--- src/rtl/wb_uart_pkg.sv ---
// Shared definitions for the UART-to-Wishbone command bridge:
// command/response byte codes and the bridge FSM encoding.
package wb_uart_pkg;

    localparam logic [7:0] CMD_WRITE   = 8'h57;
    localparam logic [7:0] CMD_READ    = 8'h52;
    localparam logic [7:0] RSP_ACK     = 8'h4B;
    localparam logic [7:0] RSP_TIMEOUT = 8'hEE;

    typedef enum logic [2:0] {
        ST_IDLE,
        ST_ADDR,
        ST_WDATA,
        ST_BUS,
        ST_RESP
    } state_e;

    function automatic logic is_cmd(input logic [7:0] b);
        return (b == CMD_WRITE) || (b == CMD_READ);
    endfunction

endpackage

--- src/rtl/wb_uart_bridge.sv ---
// Byte-stream command bridge: 'W' addr[4] data[4] / 'R' addr[4] commands from a UART
// become single Wishbone cycles; replies are 0x4B, 0xEE or four read bytes, MSB first.
module wb_uart_bridge
    import wb_uart_pkg::*;
#(
    parameter int unsigned TIMEOUT = 255,
    parameter logic [3:0]  SEL     = 4'hF
) (
    input  logic        clk_i,
    input  logic        rst_ni,
    input  logic [7:0]  rx_data,
    input  logic        rx_valid,
    output logic [7:0]  tx_data,
    output logic        tx_valid,
    input  logic        tx_ready,
    output logic [31:0] adr_o,
    output logic [31:0] dat_o,
    input  logic [31:0] dat_i,
    output logic        we_o,
    output logic        cyc_o,
    output logic        stb_o,
    output logic [3:0]  sel_o,
    input  logic        ack_i
);

    state_e      state, state_next;
    logic [1:0]  byte_cnt;
    logic [7:0]  tmo_cnt;
    logic [31:0] rdata;
    logic        is_write;
    logic        single_rsp;
    logic        tmo_hit;
    logic        tx_fire;
    logic        last_byte;

    assign stb_o     = cyc_o;
    assign sel_o     = SEL;
    assign tmo_hit   = (tmo_cnt == 8'(TIMEOUT - 1));
    assign tx_fire   = tx_valid && tx_ready;
    assign last_byte = single_rsp || (byte_cnt == 2'd3);

    always_ff @(posedge clk_i or negedge rst_ni) begin
        if (!rst_ni) state <= ST_IDLE;
        else         state <= state_next;
    end

    always_comb begin
        // NOTE: default first so every path assigns state_next and no latch is inferred.
        state_next = state;
        unique case (state)
            ST_IDLE:  if (rx_valid && is_cmd(rx_data)) state_next = ST_ADDR;
            ST_ADDR:  if (rx_valid && byte_cnt == 2'd3) state_next = is_write ? ST_WDATA : ST_BUS;
            ST_WDATA: if (rx_valid && byte_cnt == 2'd3) state_next = ST_BUS;
            ST_BUS:   if (ack_i || tmo_hit) state_next = ST_RESP;
            ST_RESP:  if (tx_fire && last_byte) state_next = ST_IDLE;
            default:  state_next = ST_IDLE;
        endcase
    end

    always_ff @(posedge clk_i or negedge rst_ni) begin
        if (!rst_ni) begin
            byte_cnt   <= '0;
            tmo_cnt    <= '0;
            rdata      <= '0;
            is_write   <= 1'b0;
            single_rsp <= 1'b0;
            adr_o      <= '0;
            dat_o      <= '0;
            we_o       <= 1'b0;
            cyc_o      <= 1'b0;
            tx_data    <= '0;
            tx_valid   <= 1'b0;
        end else begin
            // NOTE: non-blocking assignments throughout, so every register sees pre-edge values.
            unique case (state)
                ST_IDLE: begin
                    if (rx_valid && is_cmd(rx_data)) begin
                        is_write <= (rx_data == CMD_WRITE);
                        byte_cnt <= '0;
                    end
                end
                // Address and data shift in MSB first; the counter wraps to 0 after byte 4.
                ST_ADDR: begin
                    if (rx_valid) begin
                        adr_o    <= {adr_o[23:0], rx_data};
                        byte_cnt <= byte_cnt + 2'd1;
                    end
                end
                ST_WDATA: begin
                    if (rx_valid) begin
                        dat_o    <= {dat_o[23:0], rx_data};
                        byte_cnt <= byte_cnt + 2'd1;
                    end
                end
                ST_BUS: begin
                    if (ack_i) begin
                        cyc_o      <= 1'b0;
                        we_o       <= 1'b0;
                        rdata      <= dat_i;
                        single_rsp <= is_write;
                        byte_cnt   <= '0;
                        tx_valid   <= 1'b1;
                        tx_data    <= is_write ? RSP_ACK : dat_i[31:24];
                    end else if (tmo_hit) begin
                        cyc_o      <= 1'b0;
                        we_o       <= 1'b0;
                        single_rsp <= 1'b1;
                        byte_cnt   <= '0;
                        tx_valid   <= 1'b1;
                        tx_data    <= RSP_TIMEOUT;
                    end else begin
                        tmo_cnt <= tmo_cnt + 8'd1;
                    end
                end
                ST_RESP: begin
                    if (tx_fire) begin
                        if (last_byte) begin
                            tx_valid <= 1'b0;
                        end else begin
                            tx_data  <= rdata[23:16];
                            rdata    <= {rdata[23:0], 8'h00};
                            byte_cnt <= byte_cnt + 2'd1;
                        end
                    end
                end
                default: ;
            endcase

            // Bus strobes rise on the same edge that enters BUS for single-cycle latency.
            if (state != ST_BUS && state_next == ST_BUS) begin
                cyc_o   <= 1'b1;
                we_o    <= is_write;
                tmo_cnt <= '0;
            end
        end
    end

endmodule

--- config.mk ---
export PLATFORM = sky130hd
export DESIGN_NAME = wb_uart_bridge
export DESIGN_NICKNAME = d
export VERILOG_FILES = /design/src/rtl/wb_uart_pkg.sv /design/src/rtl/wb_uart_bridge.sv
export SDC_FILE = /design/constraint.sdc
export NUM_CORES = 1
export LEC_CHECK = 0
export ABC_AREA = 0
export CELL_PAD_IN_SITES_DETAIL_PLACEMENT = 1
export CELL_PAD_IN_SITES_GLOBAL_PLACEMENT = 1
export CORE_MARGIN = 10
export CORE_UTILIZATION = 39
export DETAILED_ROUTE_END_ITERATION = 8
export GPL_TIMING_DRIVEN = 1
export HOLD_SLACK_MARGIN = 0.03
export PLACE_DENSITY_LB_ADDON = 0.1
export SYNTH_ARGS = -nofsm -noshare
export SYNTH_HDL_FRONTEND = slang
export SYNTH_SLANG_ARGS = --single-unit
--- constraint.sdc ---
create_clock -name clk_i -period 2 [get_ports clk_i]
set_input_delay 0.4 -clock clk_i [delete_from_list [all_inputs] [get_ports clk_i]]
set_output_delay 0.4 -clock clk_i [all_outputs]
set_load 0.05 [all_outputs]
Word-level counts from Yosys, hierarchy flattened --
Cells that the tools add are included.
Storage, ports and cells: logic and storage cells 97, flip-flop bits (word level) 114
Operators by class: reductions and logical operators 25, muxes and demuxes 39, $add $sub $neg 2, eq/ne operators 19
Operators by type and width (count):
- $mux W24 | 3
- $mux W8 | 9
- $pmux W24 S2 | 1
- $eq A8 B7 Y1 const B | 2
- $pmux W8 S2 | 1
- $mux W3 | 5
- $pmux W3 S5 | 1
- $mux W2 | 6
- $reduce_and A4 Y1 | 3
- $mux W1 | 11
- $ne A2 B2 Y1 const B | 5
- $reduce_and A2 Y1 | 5
- $eq A3 B2 Y1 const B | 3
- $add A8 B1 Y8 const B | 1
- $eq A8 B8 Y1 const B | 1
- $pmux W2 S4 | 1
- $ne A2 B1 Y1 const B | 3
- $reduce_and A6 Y1 | 1
- $reduce_bool A2 Y1 | 3
- $logic_and A1 B1 Y1 | 5
- $reduce_bool A4 Y1 | 1
- $eq A3 B1 Y1 const B | 1
- $eq A3 B3 Y1 const B | 1
- $logic_not A3 Y1 | 1
- other kinds (9) | 11

Logic depth before layout (Yosys ltp) --
Gate-level depths: netlist of the first run.
depth after elaboration 9, gate-level depth with buffers 7

Worst setup path before layout of the first run --
No wires, ideal clock.
path kind flip-flop to flip-flop, from register tmo_cnt[0], to register tx_data[1], period minus slack after synthesis 1.806 ns, path buffers 1, arrival time 1.682 ns, stages on the path, launching flop included 8, required time 1.875 ns, setup time 0.125 ns, slack 0.194 ns, cells stage by stage dfrtp_1 > inv_1 > ha_1 > and4_1 > buf_2 > nand3_1 > a21oi_4 > mux2_2
Between the ends: word-level cells in the longest chain between the ends 3
RTL lines:
- start, declared | line wb_uart_bridge.sv:28 | logic [7:0] tmo_cnt;
- start signal, assigned | line wb_uart_bridge.sv:112 | tmo_cnt <= tmo_cnt + 8'd1;
- $eq A8 B8 Y1 | line wb_uart_bridge.sv:38 | assign tmo_hit = (tmo_cnt == 8'(TIMEOUT - 1));
- $ne A3 B3 Y1 (no source line)
- $reduce_and A4 Y1 (no source line)
- end signal, assigned | line wb_uart_bridge.sv:103 | tx_data <= is_write ? RSP_ACK : dat_i[31:24];
- end signal, assigned | line wb_uart_bridge.sv:120 | tx_data <= rdata[23:16];
- end, declared | line wb_uart_bridge.sv:13 | output logic [7:0] tx_data,
No other way between the ends. A chain may end at the register's enable or synchronous reset.

Worst setup path in the final report of the first run --
from register byte_cnt[0], to register tx_data[7]
Between the ends: word-level cells in the longest chain between the ends 4
RTL lines:
- start, declared | line wb_uart_bridge.sv:27 | logic [1:0] byte_cnt;
- start signal, assigned | line wb_uart_bridge.sv:86 | byte_cnt <= byte_cnt + 2'd1;
- start signal, assigned | line wb_uart_bridge.sv:92 | byte_cnt <= byte_cnt + 2'd1;
- start signal, assigned | line wb_uart_bridge.sv:122 | byte_cnt <= byte_cnt + 2'd1;
- $eq A2 B2 Y1 | line wb_uart_bridge.sv:40 | assign last_byte = single_rsp || (byte_cnt == 2'd3);
- $logic_or A1 B1 Y1 | line wb_uart_bridge.sv:40
- $ne A2 B2 Y1 (no source line)
- $reduce_and A4 Y1 (no source line)
No other way between the ends.

==> results of run 1 <==
## cell families after synthesis
family | after synthesis
mux | 91
fa+ha+maj | 4
other cells | 1
xor+xnor | 7
compound gates | 62
flops | 114
simple gates | 93
buf+inv | 33
## worst min-delay path: stages, from the launching register on
cell	delay, ns
dfrtp_1	0.34
nand2_1	0.05
o21ai_1	0.06
## what timing repair did
| action | in CTS | in global routing |
|---|---|---|
| gates resized for setup | 53 | 12 |
| endpoints found under the setup margin | 53 | 12 |
| hold buffers | 1 | 0 |
| hold endpoints to repair | 32 | 0 |
## cell usage after synthesis (all sizes together), types with 2 or more instances
master and n:
nand4b 2, nor2 16, nor4 3, o22a 2
clkbuf 4, nor3b 3, nand2 45, ha 3
a21oi 13, nand4 3, dfrtp 114, a21o 2
a32oi 3, inv 8, mux2i 20, nand3 6
nand2b 2, buf 21, a21boi 3, mux2 71
o21ai 33, xnor2 6
## layout make-up
| type | count | area, um^2 | area share |
|---|---|---|---|
| multi-input cells | 261 | 2050 | 0.284 |
| flip-flops and latches | 114 | 2850 | 0.394 |
| clock inverters | 12 | 154 | 0.0213 |
| inverters | 8 | 30.0 | 0.00415 |
| well taps | 172 | 215 | 0.0298 |
| repair buffers | 156 | 1470 | 0.203 |
| diodes | 1 | 2.50 | 0.000346 |
| clock buffers | 20 | 457 | 0.0631 |
## metal layers
metal,vias to the layer above,global-route usage
met5,-,0
met4,0,0.0550
met3,12,0.0616
met2,77,0.259
met1,1815,0.186
li1,1723,-
## metrics by stage
step	total power [mW]	TNS (ns)
6_report	9.78	0
5_1_grt	10.3	0
4_1_cts	9.92	0
3_5_place_dp	6.98	-2.42
3_3_place_gp	6.88	-1.76
2_1_floorplan	5.62	0
## flip-flops by register name, indices dropped and copies added (netlist names)
register,count
byte_cnt,2
tmo_cnt,8
is_write,1
adr_o,32
rdata,24
tx_data,8
single_rsp,1
we_o,1
state,3
tx_valid,1
dat_o,32
cyc_o,1
## power by group
part / switching [mW] / internal, mW / leakage, nW
clock: 1.07 / 2.02 / 0.293
sequential: 0.411 / 2.89 / 1.53
combinational: 2.23 / 1.15 / 1.95
total: 3.72 / 6.07 / 3.78
## how the worst max path moves through the flow
stage                                  startpoint                 endpoint  slack (ns)
after floorplan            tmo_cnt[0]$_DFFE_PN0P_   tx_data[1]$_DFFE_PN0P_        0.19
after global placement                   rx_valid    adr_o[30]$_DFFE_PN0P_       -0.05
after detailed placement               rx_data[7]  byte_cnt[0]$_DFFE_PN0P_       -0.09
after CTS                   dat_o[26]$_DFFE_PN0P_                dat_o[26]       0.005
after global routing           state[1]$_DFF_PN0_   tmo_cnt[3]$_DFFE_PN0P_        0.03
final                     byte_cnt[0]$_DFFE_PN0P_   tx_data[7]$_DFFE_PN0P_        0.11
==> impl_metrics.csv, run 1 <==
group,metric,value,unit
cells_and_area,final_cell_mix,"dfrtp_1 (114), mux2_2 (70), dlygate4sd2_1 (53), nand2_1 (45), clkdlybuf4s50_1 (43)",
critical_path,critPathTopFamily,"compound AO/OA/AOI/OAI gates",
critical_path,end_kind,"register",
clocking,cts-buffers-inserted,17,
route,drt_wl_total,13.5,mm
flow_run,cap_violations,0,
timing,setup_ws,0.108,ns
global_route,grt_pass1_wl,22.6,mm
critical_path,timing.rr.end,"tx_data[7]$_DFFE_PN0P_",
cells_and_area,fill_cells,1331,
critical_path,worst-path-buf-inv,0,
placed_design,dp_slack,-0.0878,ns
route,ant_nets,0,
route,drc,0,
yosys,synthFlopType,"dfrtp_1",
power,powerDensity,1350,nW/um^2
clocking,htreeDepth,4,
placed_design,place_congestion,0.776,
cells_and_area,drive_gt1_frac,0.289,
yosys,synth_largest_type_area_fraction,0.564,
yosys,synthCells,405,
timing,skew,0.00692,ns
critical_path,cpMaxStageDelayCell,"dfrtp_1",
critical_path,timing.rr.start,"byte_cnt[0]$_DFFE_PN0P_",
min_path,hold_end,"rdata[13]$_DFFE_PN0P_",
yosys,syn-cell-area,5060,um^2
route,drt-vias-per-instance,4.88,
yosys,ys_ff_latch,114,
cells_and_area,nNetsFinal,606,
cells_and_area,final_area,7230,um^2
clocking,clk_pin_slew,0.05,ns
route,wl_met1,5.72,mm
cells_and_area,syn_to_final_growth,42.9,%
clocking,cts_tree,"yes",
yosys,ys_seq_area_frac,0.564,
route,drt_iter0_drc,134,
cells_and_area,instances_no_fill,744,
clocking,cts_setup_buffers,0,
timing,rsz0062_at_grt,"false",
global_route,grt_pass1_vias,4129,
clocking,cts_sinks,114,
yosys,synth-compound-area-share,0.0799,
yosys,ys_types,57,
placed_design,place_inst,710,
min_path,hold_path.class,"register to register",
critical_path,crit_type,"register to register",
yosys,synth-xor-area-share,0.0121,
yosys,yosysWarnings,0,
die,initial_core_util,0.399,
power,power.leakage,3.78,nW
critical_path,crit_fanout,7,
route,maxUsedRoutingLayer,"met4",
clocking,insertion_delay,0.41,ns
timing,max_freq,529,MHz
critical_path,required,2.29,ns
timing,post-route-period-util,0.946,
timing,hold_slack,0.483,ns
route,met2_length,6.88,mm
critical_path,arrival,2.18,ns
timing,worst_pin_slew,0.535,ns
cells_and_area,final_common_cell,"dfrtp_1",
yosys,synth_simple_gate_area_frac,0.101,
placed_design,dp_hpwl,9.86,mm
yosys,synthTopCellsByArea,"dfrtp_1 (56%), mux2_2 (16%), mux2i_1 (4.0%)",
min_path,min_from,"rdata[13]$_DFFE_PN0P_",
run_status,status,"finished clean",
route,dr.pass1.iters,4,
critical_path,slowest_delay,0.39,ns
yosys,synth-async-reset-ratio,1.00,
global_route,grt_usage,0.158,
die,die_y,134,um
critical_path,reg2reg_setup_slack,0.11,ns
cells_and_area,postLayoutCoreUtil,0.571,
route,wl_per_cell,18.2,um
placed_design,dpl-instance-area,6650,um^2
timing,period_minus_slack,1.89,ns
clocking,cts_max_path_buffers,2,
die,coreArea,12700,um^2
min_path,holdPathStages,2,
placed_design,port_buffers,120,
die,fp.dieArea,17900,um^2
timing,setup_viol,0,
die,die_w,134,um
timing,final_hold_viol_count,0,
critical_path,cp-start-kind,"register",
yosys,synth_edf_count,0,
timing,relSlewSlack,0.643,
yosys,syn_area_per_cell,12.5,um^2
global_route,grt_max_degree,49,
route,vias,3627,
critical_path,cp.depth,5,
route,route.met3.wl,763,um
global_route,overflow,0,
global_route,antenna_found_initial,1,
clocking,cts-root-buf,"clkbuf_16",
power,peakVddDrop,0.983,mV
yosys,synth_adder_area_share,0.00940,
yosys,muxShareOfSynthArea,0.198,
die,row_count,41,
timing,finalMaxSlewViolations,0,
critical_path,crit_chain,"ha_1, nor2_1, a22oi_2, a21oi_4, mux2_2",
yosys,synth_top_area_cell,"dfrtp_1",
yosys,synth_top_family_by_area,"multiplexers",
die,io_pins,125,
critical_path,ff2ff_path_depth,5,
Power figures use the tool's default switching activity.
==> run 2, diff against run 1 <==
Settings changed: CTS_CLUSTER_DIAMETER set to 50.
==> results of run 2 <==
Same layout as run 1: the final DEF is identical, and so are final timing and power.
==> run 3, diff against run 2 <==
Settings changed: CORE_UTILIZATION 39 to 50, DONT_BUFFER_PORTS set to 1.
==> run 3 against run 2 <==
Net effect:
- the run now ends with negative hold slack left
- combinational power shrank 58%
- sequential power is 41% higher
- register-to-register slack is essentially flat
- clock-buffer cell count unchanged
- worst setup slack got worse by 0.015 ns
- utilization up 4.6 points
- fmax shrank 0.77%
- clock power grew 5%
- critical endpoint is now tx_data[5]$_DFFE_PN0P_
- largest cell class unchanged
- highest routed layer unchanged
==> impl_metrics.csv, run 3 (synthesis results as in run 1) <==
group,metric,value,unit
run_status,status,"finished with violations",
run_status,violations,"negative hold slack",
global_route,overflow,0,
critical_path,crit_chain,"and3b_2, nand3_1, a21oi_4, mux2_2",
die,fp.dieArea,14500,um^2
flow_run,cap_violations,0,
critical_path,ff2ff_path_depth,4,
global_route,grt_pass1_vias,3613,
critical_path,required,2.40,ns
route,drt-vias-per-instance,5.59,
die,io_pins,125,
clocking,hold_buffers,16,
timing,final_hold_viol_count,114,
cells_and_area,final_area,6060,um^2
critical_path,slowest_delay,0.60,ns
global_route,grt_pass1_wl,20.0,mm
placed_design,dpl-instance-area,5250,um^2
timing,rsz0062_at_grt,"false",
critical_path,worst-path-buf-inv,0,
timing,setup_viol,0,
route,drt_wl_total,12.8,mm
cells_and_area,final_cell_mix,"dfrtp_1 (113), mux2_2 (70), nand2_1 (45), mux2i_1 (20), o21ai_1 (20)",
timing,worst_pin_slew,0.568,ns
cells_and_area,drive_gt1_frac,0.302,
power,powerDensity,1540,nW/um^2
route,drt_iter0_drc,161,
die,initial_core_util,0.515,
clocking,insertion_delay,0.52,ns
timing,period_minus_slack,1.91,ns
die,coreArea,9820,um^2
clocking,clk_pin_slew,0.06,ns
route,drc,0,
power,peakVddDrop,1.11,mV
cells_and_area,fill_cells,988,
route,dr.pass1.iters,4,
timing,skew,0.00514,ns
power,power.leakage,2.88,nW
critical_path,arrival,2.31,ns
clocking,cts_max_path_buffers,2,
route,vias,3244,
timing,finalMaxSlewViolations,0,
critical_path,crit_type,"register to register",
min_path,hold_path.class,"input pin to async pin",
critical_path,critPathTopFamily,"flip-flops",
clocking,htreeDepth,4,
clocking,cts_tree,"yes",
global_route,grt_usage,0.177,
placed_design,place_inst,531,
global_route,grt_max_degree,115,
die,die_y,121,um
cells_and_area,syn_to_final_growth,19.7,%
die,die_w,121,um
cells_and_area,nNetsFinal,483,
placed_design,port_buffers,0,
critical_path,cp-start-kind,"register",
cells_and_area,antenna_cells,0,
critical_path,cp.depth,4,
critical_path,end_kind,"register",
die,row_count,36,
timing,hold_slack,-0.419,ns
cells_and_area,final_common_cell,"dfrtp_1",
cells_and_area,postLayoutCoreUtil,0.617,
global_route,antenna_found_initial,0,
clocking,cts-root-buf,"clkbuf_8",
cells_and_area,instances_no_fill,580,
cells_and_area,largestRegisters,"adr_o x32, dat_o x32, rdata x24",
clocking,cts-buffers-inserted,17,
timing,setup-tns-final,0,ns
timing,max_freq,525,MHz
route,wl_per_cell,22.0,um
timing,post-route-period-util,0.953,
route,ant_nets,0,
timing,relSlewSlack,0.621,
placed_design,dp_hpwl,8.45,mm
critical_path,crit_fanout,9,
placed_design,place_congestion,0.794,
critical_path,cpMaxStageDelayCell,"dfrtp_1",
clocking,cts_sinks,114,
-- run 3: changes by cell type in the layout (fill, tap and decap cells not counted), moves of 2 or more --
cell	before	now
dlygate4sd2_1	53	0
clkdlybuf4s50_1	43	0
buf_4	42	14
dlygate4sd3_1	1	16
dlymetal6s2s_1	12	0
clkinvlp_4	3	0
buf_12	5	3
bufinv_16	3	5
clkinv_2	3	5
inv_6	2	0
-- run 3: where the power goes --
part           leakage [nW]  switching (mW)  internal, mW
Clock                 0.314            1.05          2.20
Sequential             1.53            1.80          2.86
Combinational          1.03           0.694         0.718
-- run 3: through the flow --
stage / total power, mW / hold slack, ns / worst slack [ns]
floorplan: 5.62 / 0.104 / 0.194
global placement: 5.98 / 0.109 / 0.163
detailed placement: 6.08 / 0.110 / 0.0906
CTS: 9.42 / -0.448 / 0.0859
global route: 9.75 / -0.443 / 0.00375
finish: 9.32 / -0.419 / 0.0937
-- run 3: final cells by class --
type	instances	area, um^2	area share
sequential	114	2850	0.471
timing repair buffer	33	325	0.0537
inverter	8	30.0	0.00496
multi-input combinational	261	2050	0.339
tap	133	166	0.0275
clock buffer	20	445	0.0736
clock inverter	11	184	0.0304
-- run 3: layer usage --
metal | vias up | global-route usage | share of wire
met3 | 20 | 0.0782 | 0.084
met4 | 0 | 0.0792 | 0.019
met1 | 1662 | 0.182 | 0.37
met2 | 82 | 0.306 | 0.53
li1 | 1480 | - | -
met5 | - | 0 | 0
-- run 3: worst paths after layout --
path	end	startpoint	slack, ns
max	tx_data[5]$_DFFE_PN0P_	state[1]$_DFF_PN0_	0.09
min	tmo_cnt[7]$_DFFE_PN0P_	rst_ni	-0.42
max reg2reg	tx_data[5]$_DFFE_PN0P_	state[1]$_DFF_PN0_	0.09
min reg2reg	rdata[13]$_DFFE_PN0P_	rdata[13]$_DFFE_PN0P_	0.48
max in group asynchronous	rdata[19]$_DFFE_PN0P_	rst_ni	2.24
min in group clk_i	is_write$_DFFE_PN0P_	rx_data[2]	0.06
-- run 3: repair_timing --
action,CTS,global route
endpoints found under the hold margin,136,114
setup buffers,0,2
setup endpoints to repair,0,7
resized for setup,0,1
